--- src/rtl/fifo_wr_arbiter.sv ---
// Round-robin arbiter sharing one sync FIFO write port among NUM_REQ producers.
// A local credit counter mirrors FIFO occupancy so no write ever targets a full FIFO.
module fifo_wr_arbiter #(
   parameter  int NUM_REQ   = 4,
   parameter  int DATA_W    = 8,
   parameter  int DEPTH     = 16,
   parameter  int HEADROOM  = 1,
   parameter  int BURST_MAX = 4,
   localparam int LVL_W     = $clog2(DEPTH + 1),
   localparam int OWN_W     = $clog2(NUM_REQ)
) (
   input  logic                        clk,
   input  logic                        rst_n,
   input  logic [NUM_REQ-1:0]          req,
   input  logic [NUM_REQ*DATA_W-1:0]   req_data,
   output logic [NUM_REQ-1:0]          gnt,
   output logic                        fifo_wr_en,
   output logic [DATA_W-1:0]           fifo_din,
   input  logic                        fifo_rd_en,
   output logic [LVL_W-1:0]            level,
   output logic [OWN_W-1:0]            owner,
   output logic                        stall
);

   localparam int                CNT_W = $clog2(BURST_MAX + 1);
   localparam logic [LVL_W-1:0]  LIMIT = LVL_W'(DEPTH - HEADROOM);
   localparam logic [CNT_W-1:0]  BMAX  = CNT_W'(BURST_MAX);

   typedef enum logic [1:0] {IDLE, BURST, STALL} state_t;

   state_t            state, state_next;
   logic [OWN_W-1:0]  owner_next, pick, idx;
   logic [CNT_W-1:0]  burst_cnt, burst_next;
   logic [LVL_W-1:0]  level_next;
   logic              found, credit, accept, rd_ok;

   assign credit     = (level < LIMIT);
   assign accept     = |(req & gnt);
   assign rd_ok      = fifo_rd_en && (level != '0);
   assign level_next = level + LVL_W'(accept) - LVL_W'(rd_ok);

   // Search starts just after the previous owner, so whoever just finished is seen last.
   always_comb begin
      // NOTE: every combinational output gets a default first so no path can infer a latch.
      pick  = owner;
      found = 1'b0;
      idx   = owner;
      for (int k = 1; k <= NUM_REQ; k++) begin
         idx = OWN_W'((int'(owner) + k) % NUM_REQ);
         if (!found && req[idx]) begin
            found = 1'b1;
            pick  = idx;
         end
      end
   end

   always_comb begin
      gnt = '0;
      if (state == BURST) gnt[owner] = credit;
   end

   always_comb begin
      state_next = state;
      owner_next = owner;
      burst_next = burst_cnt;
      case (state)
         IDLE: begin
            if (found && credit) begin
               owner_next = pick;
               burst_next = '0;
               state_next = BURST;
            end
         end
         BURST: begin
            if (!credit) begin
               state_next = STALL;
            end else if (accept) begin
               burst_next = burst_cnt + 1'b1;
               if (burst_next == BMAX) state_next = IDLE;
            end else if (!req[owner]) begin
               state_next = IDLE;
            end
         end
         STALL: begin
            // Burst count survives the stall so the owner cannot exceed its quota.
            if (credit) state_next = req[owner] ? BURST : IDLE;
         end
         default: state_next = IDLE;
      endcase
   end

   always_ff @(posedge clk or negedge rst_n) begin
      if (!rst_n) state <= IDLE;
      else        state <= state_next;
   end

   // NOTE: sequential state uses non-blocking assignments so all registers update together.
   always_ff @(posedge clk or negedge rst_n) begin
      if (!rst_n) begin
         owner      <= OWN_W'(NUM_REQ - 1);
         burst_cnt  <= '0;
         level      <= '0;
         fifo_wr_en <= 1'b0;
         fifo_din   <= '0;
         stall      <= 1'b0;
      end else begin
         owner      <= owner_next;
         burst_cnt  <= burst_next;
         level      <= level_next;
         fifo_wr_en <= accept;
         if (accept) fifo_din <= req_data[int'(owner)*DATA_W +: DATA_W];
         stall      <= (|req) && (level_next >= LIMIT);
      end
   end

endmodule

--- config.mk ---
export PLATFORM = sky130hd
export DESIGN_NAME = fifo_wr_arbiter
export DESIGN_NICKNAME = d
export VERILOG_FILES = /design/src/rtl/fifo_wr_arbiter.sv
export SDC_FILE = /design/constraint.sdc
export NUM_CORES = 1
export LEC_CHECK = 0
export BUFFER_PORTS_ARGS = -buffer_cell sky130_fd_sc_hd__buf_4
export CAP_MARGIN = 20
export CORE_MARGIN = 4
export CORE_UTILIZATION = 30
export DETAILED_ROUTE_END_ITERATION = 6
export PLACE_DENSITY = 0.58
export RECOVER_POWER = 100
export SLEW_MARGIN = 25
export SYNTH_ARGS = -nofsm -noshare
export SYNTH_HDL_FRONTEND = slang
export SYNTH_SLANG_ARGS = --single-unit
--- constraint.sdc ---
create_clock -name clk -period 8.5 [get_ports clk]
set_clock_uncertainty 0.15 [all_clocks]
set_input_delay 1.275 -clock clk [delete_from_list [all_inputs] [get_ports clk]]
set_output_delay 1.275 -clock clk [all_outputs]
set_load 0.01 [all_outputs]
==> metrics.txt <==
number of global-route vias before repair 1376; Compound-Gate Fraction of Synth Area 0.1349; outcome completed; Setup Viol. Count Final 0; Worst R2R End stall; setup TNS 0 ns; die height just over 80 um; top_reg_cell synth dfrtp_1; hpwl dp between 3000 and 4000 um; Post-CTS Setup Inserts 0; synthesized area ~1600 um2; Synth Area in Simple Gates 0.1517; Fmax roughly 0.23 GHz; Post-synth EDFFs 0; mux contribution to synthesized area 0.1579; worst-path fanout max 26; ANT cells 0; distinct cell type count after synthesis between 40 and 50; register area 553.0 um2; initial cell density of the core 0.3137; maximum clock path buffer count 2; final worst-path cycle share 0.5083; reg-to-reg critical path startpoint owner[0]; antenna violations before repair 0; Arrival @ worst endpoint 4.32 ns; Max VDD drop 0.2018 mV; Worst-Skew Late Latency 0.26 ns; placed cell area between 2000 and 2500 um2; Slew @ Worst Pin between 1 and 1.5 ns; Worst Setup SP owner[0]; total grt overflow 0; FF-to-FF path depth 13; PostCTS Resize Cnt 0; post-route cell area around 2100 um2; initial detailed-routing violation count 32; largest net degree at the start of global routing 27; Core Area between 5000 and 6000 um2; Synth Area in Adders 0.1195; die area between 6000 and 7000 um2; final antenna-violating net count 0; Critical Path RT 8.50 ns; RePlAce Congestion 0.8145; DRT Wirelength between 4000 and 5000 um; first-pass GRT wire length roughly 6300 um; max-cap viol count 0; Num CTS Buffers 3; Power Dens Cells between 300 and 400 nW/um2; minimum clock period 4.320 ns; iteration count of the initial detailed-routing pass 4; combinational family with the most area after synthesis multiplexers; Cells after Synth between 150 and 200; R2R setup slack 4.18 ns; DRC Markers 0; GRT Util Overall 0.1218; syn nets approximately 210; Async S/R FF share, synth 1.000; num ports 60; number of synthesized register bits 22; Nets approximately 260; area of the multi-input gates 957.2 um2; cts hold-fix bufs 0; Yosys warning count 0; wire per inst about 15 um; clk sinks 22; max-slew violations 0; Die Wd 81.78 um; layout cells sized above 1 0.2596; area growth from synthesis to layout 25.90%; RSZ-0062 raised after global routing false; Avg Cell Area, Syn about 11 um2; Port Buffer Count 59; Worst Hold Class reg -> reg; Max H-tree Level 1; Crit Path Category reg -> reg; Leak 0.0009880 uW; Final Hold Viols 0; DR vias around 1400; routed vias/inst 4.953; sequential-to-total area share from yosys stat 0.3387; CTS clk-pin slew, worst paths around 0.080 ns; root buf cell clkbuf_8; crit path launch type flip-flop; crit end category flip-flop; CP endpoint stall; CTS tree yes; Fillers between 500 and 600; # rows 26; Slew HR 0.1757; XOR/XNOR share of the synthesized area 0.03218
[critical path, stage by stage, from the launching register on]
cell      delay [ns]
dfstp_1         1.29
inv_1           0.17
ha_1            0.27
a22o_1          0.20
o211a_1         0.40
inv_1           0.31
ha_1            0.18
inv_1           0.04
ha_1            0.19
fa_1            0.41
a21oi_1         0.14
o21bai_1        0.08
xor2_1          0.16
a22o_1          0.21
[cells in the mapped netlist, types with 2 or more instances]
cell type	count	area share
o221ai_1	2	0.011
nand2_1	25	0.057
buf_2	4	0.012
dfrtp_1	20	0.31
xor2_1	4	0.021
o21bai_1	2	0.0092
buf_6	3	0.021
a21oi_1	4	0.012
a311oi_1	2	0.011
ha_1	14	0.11
dfstp_2	2	0.032
nor2_1	5	0.011
xnor2_1	2	0.011
and3_1	5	0.019
mux4_2	11	0.15
o21ai_1	2	0.0061
a22o_1	3	0.016
inv_1	12	0.028
a31oi_1	2	0.0077
[worst min-delay path by stage]
stage,startpoint,end,slack (ns),cells past startpoint
floorplan,burst_cnt[0],burst_cnt[0],0.32,1
CTS,fifo_din[5],fifo_din[5],0.34,2
global placement,fifo_din[0],fifo_din[0],0.31,2
detailed placement,fifo_din[5],fifo_din[5],0.32,2
global route,fifo_din[0],fifo_din[0],0.36,2
finish,fifo_din[5],fifo_din[5],0.33,2
[cell families (layout without fill, tap and decap cells)]
logic type      count (synthesis)  in the layout
simple gates                   49             49
compound gates                 28             28
flops                          22             22
buf+inv                        21             76
fa+ha+maj                      15             15
mux                            12             12
xor+xnor                        6              6
[registers in the layout (all words and copies together), names as in the netlist]
register and flops:
burst_cnt 3, fifo_din 8, fifo_wr_en 1, level 5
owner 2, stall 1, state 2
[cell usage in the layout (no fill, tap or decap), types with 2 or more instances in the layout]
| cell type | instances |
|---|---|
| a211oi_1 | 2 |
| o21bai_1 | 2 |
| and3_1 | 5 |
| xnor2_1 | 2 |
| clkbuf_1 | 22 |
| nor3_1 | 2 |
| nor2_1 | 5 |
| dfrtp_1 | 20 |
| o21ai_1 | 2 |
| a311oi_1 | 2 |
| ha_1 | 14 |
| a22o_1 | 3 |
| dfstp_1 | 2 |
| mux4_2 | 11 |
| a21oi_1 | 4 |
| inv_1 | 13 |
| buf_4 | 38 |
| nand2_1 | 25 |
| xor2_1 | 4 |
| o221ai_1 | 2 |
| clkbuf_8 | 3 |
| a31oi_1 | 3 |
[area by class of cell]
class,count,share of cell area
Tap cell,70,0.04261
Timing Repair Buffer,59,0.1771
Clock buffer,4,0.02191
Multi-Input combinational cell,110,0.4656
Inverter,13,0.02374
Sequential cell,22,0.2690
[where the power goes]
| group | switching [uW] | internal [uW] |
|---|---|---|
| sequential | 80.7 | 159 |
| combinational | 192 | 196 |
| clock | 34.0 | 33.4 |
| total | 307 | 388 |
[metrics by stage]
| stage | hold slack [ns] | cells | worst slack (ns) | power [uW] | utilization |
|---|---|---|---|---|---|
| global placement | 0.3145 | 274 | 4.484 | 668.8 | 0.4046 |
| detailed placement | 0.3238 | 274 | 4.421 | 673.1 | 0.4046 |
| floorplan | 0.3233 | 153 | 4.901 | 530.4 | - |
| finish | 0.3338 | 278 | 4.180 | 695.6 | 0.3950 |
| CTS | 0.3439 | 278 | 4.613 | 744.5 | 0.4132 |
| global route | 0.3590 | 278 | 3.797 | 767.4 | 0.3950 |
[metal layers]
layer / up-vias / GRT usage / part of all wire
li1: 668 / - / -
met3: 2 / 0.02961 / 0.10
met1: 656 / 0.1503 / 0.42
met5: - / 0 / 0
met4: 0 / 0.03156 / 0.0082
met2: 51 / 0.2116 / 0.46
Note: power is estimated with default switching activity, not from simulation.
